### src/rtl/ctrl_delay_pipe_if.sv
// Control-word bus around the MAC control delay pipe: sequencer word in, delayed word out, stall/flush, occupancy.
// master = sequencer/MAC-array side, slave = the delay pipe itself.
interface ctrl_delay_pipe_if #(
    parameter int DEPTH = 1,
    parameter int SHW   = 5,
    parameter int IDXW  = 2,
    parameter int ODW   = 4
);
    localparam int CNTW = $clog2(DEPTH + 1);

    // sequencer side
    logic            VALID0;
    logic            START_CALC0;
    logic            ILoad0;
    logic            WLoad0;
    logic [SHW-1:0]  shamt0;
    logic [IDXW-1:0] ICOL0;
    logic [IDXW-1:0] WROW0;
    logic [ODW-1:0]  ODST0;
    logic            STALL;
    logic            FLUSH;
    logic            IN_RDY;

    // MAC-array side
    logic            VALID1;
    logic            START_CALC1;
    logic            ILoad1;
    logic            WLoad1;
    logic [SHW-1:0]  shamt1;
    logic [IDXW-1:0] ICOL1;
    logic [IDXW-1:0] WROW1;
    logic [ODW-1:0]  ODST1;
    logic [CNTW-1:0] OCC;
    logic            EMPTY;

    modport master (
        output VALID0, START_CALC0, ILoad0, WLoad0, shamt0, ICOL0, WROW0, ODST0,
        output STALL, FLUSH,
        input  IN_RDY,
        input  VALID1, START_CALC1, ILoad1, WLoad1, shamt1, ICOL1, WROW1, ODST1,
        input  OCC, EMPTY
    );

    modport slave (
        input  VALID0, START_CALC0, ILoad0, WLoad0, shamt0, ICOL0, WROW0, ODST0,
        input  STALL, FLUSH,
        output IN_RDY,
        output VALID1, START_CALC1, ILoad1, WLoad1, shamt1, ICOL1, WROW1, ODST1,
        output OCC, EMPTY
    );
endinterface

### src/rtl/ctrl_delay_pipe.sv
// DEPTH-stage delay line for the MAC control word with per-stage valid, flush and occupancy; latency DEPTH cycles plus stall cycles.
// Backpressure only through STALL (freezes every stage, IN_RDY=~STALL); there is no full condition.
module ctrl_delay_pipe #(
    parameter int DEPTH = 1,
    parameter int SHW   = 5,
    parameter int IDXW  = 2,
    parameter int ODW   = 4
) (
    input  logic            CLK,
    input  logic            RST,
    ctrl_delay_pipe_if.slave bus
);
    localparam int CNTW = $clog2(DEPTH + 1);

    typedef struct packed {
        logic            start_calc;
        logic            iload;
        logic            wload;
        logic [SHW-1:0]  shamt;
        logic [IDXW-1:0] icol;
        logic [IDXW-1:0] wrow;
        logic [ODW-1:0]  odst;
    } ctrl_t;

    ctrl_t           in_word;
    ctrl_t           out_word;
    ctrl_t           stage_pay [DEPTH];
    logic [DEPTH-1:0] stage_vld;
    logic [CNTW-1:0] occ_q;
    logic            accept;
    logic            retire;
    logic            out_vld;

    // Invalid stages always carry an all-zero payload, so bubbles never leak stale fields.
    always_comb begin
        in_word = '0;
        if (bus.VALID0) begin
            in_word.start_calc = bus.START_CALC0;
            in_word.iload      = bus.ILoad0;
            in_word.wload      = bus.WLoad0;
            in_word.shamt      = bus.shamt0;
            in_word.icol       = bus.ICOL0;
            in_word.wrow       = bus.WROW0;
            in_word.odst       = bus.ODST0;
        end
    end

    assign accept = bus.VALID0 & ~bus.STALL;
    assign retire = stage_vld[DEPTH-1] & ~bus.STALL;

    // Flush wins over stall so a frozen pipe can still be emptied.
    always_ff @(posedge CLK) begin
        if (RST || bus.FLUSH) begin
            stage_vld <= '0;
            for (int k = 0; k < DEPTH; k++) begin
                stage_pay[k] <= '0;
            end
            occ_q <= '0;
        end else if (!bus.STALL) begin
            stage_vld[0] <= bus.VALID0;
            stage_pay[0] <= in_word;
            for (int k = 1; k < DEPTH; k++) begin
                stage_vld[k] <= stage_vld[k-1];
                stage_pay[k] <= stage_pay[k-1];
            end
            occ_q <= occ_q + CNTW'(accept) - CNTW'(retire);
        end
    end

    assign out_word = stage_pay[DEPTH-1];
    // Masking valid with STALL makes a held word strobe downstream only once.
    assign out_vld  = stage_vld[DEPTH-1] & ~bus.STALL;

    assign bus.IN_RDY      = ~bus.STALL;
    assign bus.VALID1      = out_vld;
    assign bus.START_CALC1 = out_word.start_calc & out_vld;
    assign bus.ILoad1      = out_word.iload & out_vld;
    assign bus.WLoad1      = out_word.wload & out_vld;
    assign bus.shamt1      = out_word.shamt;
    assign bus.ICOL1       = out_word.icol;
    assign bus.WROW1       = out_word.wrow;
    assign bus.ODST1       = out_word.odst;
    assign bus.OCC         = occ_q;
    assign bus.EMPTY       = (occ_q == '0);
endmodule

### src/flat_wrapper.sv
// flat-port wrapper written by rule: the top's interface ports become plain ports
module ctrl_delay_pipe_flat 
#(
    parameter int DEPTH = 1,
    parameter int SHW   = 5,
    parameter int IDXW  = 2,
    parameter int ODW   = 4
)
  (CLK, RST, bus_VALID0, bus_START_CALC0, bus_ILoad0, bus_WLoad0, bus_shamt0, bus_ICOL0, bus_WROW0, bus_ODST0, bus_STALL, bus_FLUSH, bus_IN_RDY, bus_VALID1, bus_START_CALC1, bus_ILoad1, bus_WLoad1, bus_shamt1, bus_ICOL1, bus_WROW1, bus_ODST1, bus_OCC, bus_EMPTY);
  ctrl_delay_pipe_if #(.DEPTH(DEPTH), .SHW(SHW), .IDXW(IDXW), .ODW(ODW)) bus_i ();
  input  logic CLK;
  input  logic RST;
  input wire logic [$bits(bus_i.VALID0)-1:0] bus_VALID0;
  input wire logic [$bits(bus_i.START_CALC0)-1:0] bus_START_CALC0;
  input wire logic [$bits(bus_i.ILoad0)-1:0] bus_ILoad0;
  input wire logic [$bits(bus_i.WLoad0)-1:0] bus_WLoad0;
  input wire logic [$bits(bus_i.shamt0)-1:0] bus_shamt0;
  input wire logic [$bits(bus_i.ICOL0)-1:0] bus_ICOL0;
  input wire logic [$bits(bus_i.WROW0)-1:0] bus_WROW0;
  input wire logic [$bits(bus_i.ODST0)-1:0] bus_ODST0;
  input wire logic [$bits(bus_i.STALL)-1:0] bus_STALL;
  input wire logic [$bits(bus_i.FLUSH)-1:0] bus_FLUSH;
  output wire logic [$bits(bus_i.IN_RDY)-1:0] bus_IN_RDY;
  output wire logic [$bits(bus_i.VALID1)-1:0] bus_VALID1;
  output wire logic [$bits(bus_i.START_CALC1)-1:0] bus_START_CALC1;
  output wire logic [$bits(bus_i.ILoad1)-1:0] bus_ILoad1;
  output wire logic [$bits(bus_i.WLoad1)-1:0] bus_WLoad1;
  output wire logic [$bits(bus_i.shamt1)-1:0] bus_shamt1;
  output wire logic [$bits(bus_i.ICOL1)-1:0] bus_ICOL1;
  output wire logic [$bits(bus_i.WROW1)-1:0] bus_WROW1;
  output wire logic [$bits(bus_i.ODST1)-1:0] bus_ODST1;
  output wire logic [$bits(bus_i.OCC)-1:0] bus_OCC;
  output wire logic [$bits(bus_i.EMPTY)-1:0] bus_EMPTY;
  assign bus_i.VALID0 = bus_VALID0;
  assign bus_i.START_CALC0 = bus_START_CALC0;
  assign bus_i.ILoad0 = bus_ILoad0;
  assign bus_i.WLoad0 = bus_WLoad0;
  assign bus_i.shamt0 = bus_shamt0;
  assign bus_i.ICOL0 = bus_ICOL0;
  assign bus_i.WROW0 = bus_WROW0;
  assign bus_i.ODST0 = bus_ODST0;
  assign bus_i.STALL = bus_STALL;
  assign bus_i.FLUSH = bus_FLUSH;
  assign bus_IN_RDY = bus_i.IN_RDY;
  assign bus_VALID1 = bus_i.VALID1;
  assign bus_START_CALC1 = bus_i.START_CALC1;
  assign bus_ILoad1 = bus_i.ILoad1;
  assign bus_WLoad1 = bus_i.WLoad1;
  assign bus_shamt1 = bus_i.shamt1;
  assign bus_ICOL1 = bus_i.ICOL1;
  assign bus_WROW1 = bus_i.WROW1;
  assign bus_ODST1 = bus_i.ODST1;
  assign bus_OCC = bus_i.OCC;
  assign bus_EMPTY = bus_i.EMPTY;
  ctrl_delay_pipe #(.DEPTH(DEPTH), .SHW(SHW), .IDXW(IDXW), .ODW(ODW)) u_core (.CLK(CLK), .RST(RST), .bus(bus_i));
endmodule
### config.mk
export PLATFORM = sky130hd
export DESIGN_NAME = ctrl_delay_pipe_flat
export DESIGN_NICKNAME = d
export VERILOG_FILES = /design/src/rtl/ctrl_delay_pipe_if.sv /design/src/rtl/ctrl_delay_pipe.sv /design/src/flat_wrapper.sv
export SDC_FILE = /design/constraint.sdc
export NUM_CORES = 1
export LEC_CHECK = 0
export CORE_MARGIN = 2
export CORE_UTILIZATION = 42
export CTS_CLUSTER_SIZE = 20
export DETAILED_ROUTE_END_ITERATION = 7
export PLACE_DENSITY = 0.83
export SLEW_MARGIN = 20
export SYNTH_ARGS = -nofsm -noshare
export SYNTH_HDL_FRONTEND = slang
export SYNTH_SLANG_ARGS = --single-unit
### constraint.sdc
create_clock -name CLK -period 2.9 [get_ports CLK]
set_input_delay 0.58 -clock CLK [delete_from_list [all_inputs] [get_ports CLK]]
set_output_delay 0.58 -clock CLK [all_outputs]
set_load 0.1 [all_outputs]
Word level (Yosys, flattened, before mapping). Memory sizes are Yosys's and may differ from the RTL's. Index checks and enable logic that the tools add are counted.

Reductions and logical operators: 2. $add $sub $neg: 2. Multiplexer cells: 8. Bitwise gates (word level): 7.

Operator list (count): $mux 16 (2); $reduce_or 16->1 (1); $mux 1 (6); $and 1x1->1 (5); $not 1->1 (2); $add 1x1->1 (1); $logic_or 1x1->1 (1); $sub 1x1->1 (1).

Input port bits: 21. Bits in writable memories: 16. Output and inout bits: 20. Bits in registers: 2. Word-level logic and storage cells: 22. Memories kept: 1.

Memories: u_core.stage_pay (words 1, width 16, rd ports 1, clocked after Yosys merged registers in 0, write ports 1, RTL line ctrl_delay_pipe.sv:27) `ctrl_t stage_pay [DEPTH];`.

Longest topological paths before layout. Gate-level depths: netlist (run 1).

Depth in word-level cells: 5. Gate-level depth with buffers: 4. Mapped depth without buffers: 3.

Worst setup path after synthesis (run 1). OpenSTA, ideal clock, no wires.

Path type: input to output. Start point: input bus_STALL. End point: output bus_ILoad1. Slack: -0.577 ns. Buffers on the path: 0. Stages: 2. Arrival: 2.897 ns. Cell sequence: nor2b_1 and2_1.

Word-level cells in the longest chain between the ends: 3.

RTL lines: from (decl) (RTL line flat_wrapper.sv:21) `input wire logic [$bits(bus_i.STALL)-1:0] bus_STALL;`; $not 1->1 (RTL line ctrl_delay_pipe.sv:72) `assign out_vld = stage_vld[DEPTH-1] & ~bus.STALL;`; $and 1x1->1 (RTL line ctrl_delay_pipe.sv:72); $and 1x1->1 (RTL line ctrl_delay_pipe.sv:77) `assign bus.ILoad1 = out_word.iload & out_vld;`; to (decl) (RTL line flat_wrapper.sv:26) `output wire logic [$bits(bus_i.ILoad1)-1:0] bus_ILoad1;`.

Every way passes these cells.

Worst setup path in the final report (run 1). Ends and elaborated chain as after synthesis.

==> results of run 1 <==
## cell type report
cell class	instances	area (sq um)	area share, %
sequential	18	520	43.2
timing repair buffer	40	413	34.3
multi-input combinational	30	204	16.9
tap	27	33.8	2.80
clock buffer	4	26.3	2.18
inverter	2	7.51	0.623
## worst min-delay path: stages (launching register included)
cell      delay (ns)
dfxtp_1         0.34
nand2_1         0.06
a21boi_0        0.07
## worst paths after layout
kind / from / end / slack (ns)
worst max-delay path: bus_STALL / bus_ILoad1 / 0.57
worst min-delay path: u_core.stage_vld$_SDFFE_PP0N_ / u_core.stage_vld$_SDFFE_PP0N_ / 0.51
worst max register to register: u_core.stage_vld$_SDFFE_PP0N_ / u_core.bus.OCC$_SDFFE_PP0N_ / 1.91
worst min register to register: u_core.stage_vld$_SDFFE_PP0N_ / u_core.stage_vld$_SDFFE_PP0N_ / 0.51
## cells in the mapped netlist, drive strengths merged
cell type  count  area, sq um
buf           13         97.6
a21boi         2         15.0
or3            1         6.26
nand2          2         7.51
o21ai          1         5.00
nor3           1         16.3
nor2b          1         6.26
and2          19          119
nor2           1         3.75
xnor2          1         8.76
clkbuf         1         5.00
nand2b         1         13.8
inv            2         7.51
edfxtp        16          480
dfxtp          2         40.0
## cell families after synthesis
logic type | count (synthesis)
simple gates | 26
flops | 18
buf+inv | 16
compound gates | 3
xor+xnor | 1
## metrics by stage
step	util (%)	total power [W]	hold WS [ns]	worst slack, ns
floorplan	-	0.000418	0.465	0.0309
global placement	61.3	0.000456	0.483	0.586
detailed placement	61.3	0.000458	0.503	0.562
CTS	62.7	0.000580	0.516	0.558
global route	62.7	0.000592	0.554	0.475
finish	62.7	0.000575	0.508	0.567
## placed cells by master, fill, tap and decap left out, types with 2 or more instances in the layout
cell type / instances
and2_1: 19
buf_12: 5
buf_4: 15
clkbuf_4: 3
clkdlybuf4s50_1: 20
dfxtp_1: 2
edfxtp_1: 16
inv_1: 2
nand2_1: 2
## metal layers
layer	global-route usage, %	wire length (microns)	up-vias
li1	-	-	257
met1	11.1	431	238
met2	26.6	829	17
met3	2.16	56	2
met4	5.71	18	0
met5	0	0	-
## flip-flops by register name, summed over array words and instances (netlist names)
name and count:
u_core.stage_pay 16, u_core.bus.OCC 1, u_core.stage_vld 1
## power breakdown
part	total, W	internal, W	switching, W
combinational	0.000153	0.0000470	0.000106
sequential	0.000298	0.000294	0.00000393
clock	0.000124	0.0000533	0.0000704
==> flow_metrics.env, run 1 <==
export IMPL_slowest_delay_ns=0.51
export IMPL_synthAdderAreaFrac_pct=0
export IMPL_tritoncts="yes"
export IMPL_dieArea_sq_um=2350
export IMPL_num_rows=16
export IMPL_clk_pin_slew_ns=0.09
export IMPL_cts_buffer_depth=2
export IMPL_drtIter0Drc=7
export IMPL_relSlewSlack_pct=58.1
export IMPL_required_ns=2.32
export IMPL_synth_top_family_by_area="simple AND/OR/NAND/NOR gates"
export IMPL_status="finished clean"
export IMPL_synth_xor_xnor_area_share_pct=1.05
export IMPL_root_buffer="clkbuf_4"
export IMPL_critical_path_depth=4
export IMPL_crit_buf_inv=2
export IMPL_avgViaCountPerCell=4.25
export IMPL_worstPathArrival_ns=1.75
export IMPL_syn_area_sq_um=832
export IMPL_dp_hpwl_microns=1080
export IMPL_wirelength_microns=1340
export IMPL_synth_seq_cells=18
export IMPL_fmax_mhz=429
export IMPL_ant_nets=0
export IMPL_grt_pass1_wl_microns=2210
export IMPL_numCtsBuffers=3
export IMPL_drt_pass1_iterations=4
export IMPL_die_width_microns=48.5
export IMPL_fin_crit_ns=2.33
export IMPL_synth_area_per_cell_sq_um=13.0
export IMPL_ys_types=16
export IMPL_finClkSkew_ns=0.00000822
export IMPL_grt_pass1_vias=541
export IMPL_wl_per_cell_microns=11.0
export IMPL_tightest_slew_ns=0.627
export IMPL_drive_gt1_share_pct=27.7
export IMPL_fin_area_sq_um=1200
export IMPL_fin_cells=121
export IMPL_postPlaceCellArea_sq_um=1180
export IMPL_gp_congestion=0.710
export IMPL_overflow=0
export IMPL_finalSetupViolations=0
export IMPL_rsz0062_at_grt="no"
export IMPL_crit_path_start_kind="primary input"
export IMPL_cts_hold_buf=0
export IMPL_core_area_sq_um=1920
export IMPL_power_leakage_nw=0.503
export IMPL_synth_nets=85
export IMPL_cp_end_kind="output pin"
export IMPL_track_usage_pct=12.6
export IMPL_synth_compound_area_share_pct=2.41
export IMPL_cts_resized=0
export IMPL_h_tree_depth=1
export IMPL_r2r_cells=3
export IMPL_synth_seq_area_share_pct=62.6
export IMPL_synth_cells=64
export IMPL_maxCapViolCount=0
export IMPL_yosysWarningCount=0
export IMPL_nFillCells=162
export IMPL_start_util_pct=43.3
export IMPL_ios=41
export IMPL_drc_errors=0
export IMPL_grt_start_max_net_pins=17
export IMPL_synth_mux_area_share_pct=0
export IMPL_vias=514
export IMPL_hold_class="reg -> reg"
export IMPL_maxSlewViolCount=0
export IMPL_crit_fanout=7
export IMPL_synth_simple_area_share_pct=20.8
export IMPL_cp_top_family="buffers and inverters"
export IMPL_path_cells="clkdlybuf4s50_1, nor2b_2, and2_1, buf_12"
export IMPL_cp_slowest_cell="clkdlybuf4s50_1"
export IMPL_syn_to_final_growth_pct=44.8
export IMPL_portBuffers=40
export IMPL_dp_cells=117
export IMPL_clkLatencyLatePin_ns=0.27
export IMPL_die_h_microns=48.5
export IMPL_cts_sinks=18
export IMPL_fin_tns_setup_ns=0
export IMPL_n_antenna_cell=0
export IMPL_hold_viol=0
export IMPL_final_period_utilization_pct=80.5
export IMPL_antenna_found_initial=0
export IMPL_critPathKind="in -> out"
export IMPL_layout_nets=116
export IMPL_max_vdd_ir_drop_mv=0.338
export IMPL_hold_depth=2
export IMPL_powerDensity_nw_per_um2=477
export IMPL_cts_setup_buffers=0
Power figures use the tool's default switching activity.
==> inputs of run 2 (changes only) <==
--- a/config.mk
+++ b/config.mk
@@ -6,10 +6,10 @@
 export NUM_CORES = 1
 export LEC_CHECK = 0
 export CORE_MARGIN = 2
-export CORE_UTILIZATION = 42
+export CORE_UTILIZATION = 39
 export CTS_CLUSTER_SIZE = 20
 export DETAILED_ROUTE_END_ITERATION = 7
-export PLACE_DENSITY = 0.83
+export PLACE_DENSITY = 0.78
 export SLEW_MARGIN = 20
 export SYNTH_ARGS = -nofsm -noshare
 export SYNTH_HDL_FRONTEND = slang
==> constraint.sdc (replaced) <==
create_clock -name CLK -period 2.2 [get_ports CLK]
set_input_delay 0.44 -clock CLK [delete_from_list [all_inputs] [get_ports CLK]]
set_output_delay 0.44 -clock CLK [all_outputs]
set_load 0.1 [all_outputs]
==> run 2 against run 1 <==
  * Wire length up 1.9%
  * Worst setup slack got worse by 0.36 ns
  * Via count down 0.97%
  * Die area increased by 7.0%
  * Sequential power is 32% higher
  * Non-clock buffer count is 1 higher
  * Highest routed layer unchanged
==> flow_metrics.env, run 2 (synthesis results as in run 1) <==
export IMPL_grt_pass1_wl_microns=2110
export IMPL_reg2reg_from="u_core.stage_vld$_SDFFE_PP0N_"
export IMPL_h_tree_depth=1
export IMPL_mostFrequentLayoutCells="clkdlybuf4s50_1, and2_1, buf_4, edfxtp_1, buf_12"
export IMPL_wirelength_microns=1360
export IMPL_numCtsBuffers=3
export IMPL_finClkSkew_ns=0.0000711
export IMPL_avgViaCountPerCell=4.17
export IMPL_largest_reg_flops=16
export IMPL_drtIter0Drc=2
export IMPL_cts_sinks=18
export IMPL_ant_nets=0
export IMPL_holdWs_ns=0.502
export IMPL_drive_gt1_share_pct=32.6
export IMPL_overflow=0
export IMPL_crit_path_start_kind="primary input"
export IMPL_final_common_cell="clkdlybuf4s50_1"
export IMPL_ios=41
export IMPL_cts_resized=0
export IMPL_fmax_mhz=502
export IMPL_maxCapViolCount=0
export IMPL_max_vdd_ir_drop_mv=0.362
export IMPL_fin_area_sq_um=1230
export IMPL_hold_depth=2
export IMPL_cts_hold_buf=0
export IMPL_critPathKind="in -> out"
export IMPL_grt_pass1_vias=472
export IMPL_dieArea_sq_um=2520
export IMPL_gp_congestion=0.692
export IMPL_num_rows=16
export IMPL_powerDensity_nw_per_um2=644
export IMPL_rsz0062_at_grt="no"
export IMPL_track_usage_pct=11.9
export IMPL_root_buffer="clkbuf_4"
export IMPL_worstReg2RegEnd="u_core.bus.OCC$_SDFFE_PP0N_"
export IMPL_reg2reg_slack_ns=1.21
export IMPL_vias=509
export IMPL_syn_to_final_growth_pct=48.0
export IMPL_clk_pin_slew_ns=0.09
export IMPL_grt_start_max_net_pins=17
export IMPL_wl_per_cell_microns=11.2
export IMPL_required_ns=1.76
export IMPL_core_area_sq_um=1980
export IMPL_antenna_found_initial=0
export IMPL_fin_cells=122
export IMPL_tightest_slew_ns=0.451
export IMPL_fin_crit_ns=1.99
export IMPL_drc_errors=0
export IMPL_worstPathArrival_ns=1.55
export IMPL_dp_cells=118
export IMPL_fin_tns_setup_ns=0
export IMPL_die_h_microns=50.2
export IMPL_relSlewSlack_pct=69.8
export IMPL_drt_pass1_iterations=4
export IMPL_finalSetupViolations=0
export IMPL_postPlaceCellArea_sq_um=1190
export IMPL_crit_fanout=7
export IMPL_clkLatencyLatePin_ns=0.28
export IMPL_cts_setup_buffers=0
export IMPL_power_leakage_nw=0.516
export IMPL_final_period_utilization_pct=90.6
export IMPL_layout_nets=117
export IMPL_hold_viol=0
export IMPL_dp_hpwl_microns=1110
export IMPL_status="finished clean"
export IMPL_whs_endpoint="u_core.stage_vld$_SDFFE_PP0N_"
export IMPL_r2r_cells=3
export IMPL_cp_end_kind="output pin"
export IMPL_hold_class="reg -> reg"
export IMPL_worst_hold_startpoint="u_core.stage_vld$_SDFFE_PP0N_"
export IMPL_finalPower_w=0.000792
export IMPL_maxSlewViolCount=0
export IMPL_cts_buffer_depth=2
export IMPL_regMostFlops="u_core.stage_pay"
export IMPL_tritoncts="yes"
export IMPL_n_antenna_cell=0
export IMPL_start_util_pct=42.0
export IMPL_portBuffers=40
export IMPL_die_width_microns=50.2
## run 2: how the worst max path moves through the flow
stage	start	to	slack, ns	depth (start not counted)
after floorplan	u_core.bus.OCC$_SDFFE_PP0N_	bus_EMPTY	0.12	1
after global placement	bus_STALL	bus_START_CALC1	0.22	4
after detailed placement	bus_STALL	bus_START_CALC1	0.21	4
after CTS	bus_STALL	bus_ILoad1	0.20	4
after global routing	bus_STALL	bus_START_CALC1	0.16	4
final	bus_STALL	bus_ILoad1	0.21	4
## run 2: worst max-delay path: stages
cell	delay, ns
clkdlybuf4s50_1	0.53
nor2b_4	0.21
and2_2	0.19
buf_12	0.17
## run 2: metrics by stage
stage / setup WS [ns] / utilization [%]
detailed placement: 0.212 / 60.3
global placement: 0.224 / 60.3
global route: 0.156 / 62.1
CTS: 0.200 / 62.1
finish: 0.207 / 62.1
floorplan: 0.118 / -
## run 2: power breakdown
part	leakage (nW)	internal [W]	switching, W
Clock	0.0210	0.000101	0.0000954
Combinational	0.294	0.0000631	0.000140
Sequential	0.201	0.000387	0.00000547
## run 2: layout make-up
cell class / count / area, sq um
Inverter: 2 / 7.51
Sequential cell: 18 / 520
Multi-Input combinational cell: 30 / 213
Timing Repair Buffer: 41 / 420
Clock buffer: 4 / 36.3
Tap cell: 27 / 33.8
Fill cell: 162 / 751
## run 2: routing by layer
layer	global-route usage (%)	share of wire, %
met1	11.6	33
met2	21.7	59
met5	0	0
met4	6.94	1.0
met3	3.87	7.1
==> inputs of run 3 (changes only) <==
--- a/config.mk
+++ b/config.mk
@@ -5,6 +5,7 @@
 export SDC_FILE = /design/constraint.sdc
 export NUM_CORES = 1
 export LEC_CHECK = 0
+export CAP_MARGIN = 40
 export CORE_MARGIN = 2
 export CORE_UTILIZATION = 39
 export CTS_CLUSTER_SIZE = 20
==> results of run 3 <==
Final layout, timing and power as in run 2 (identical DEF).
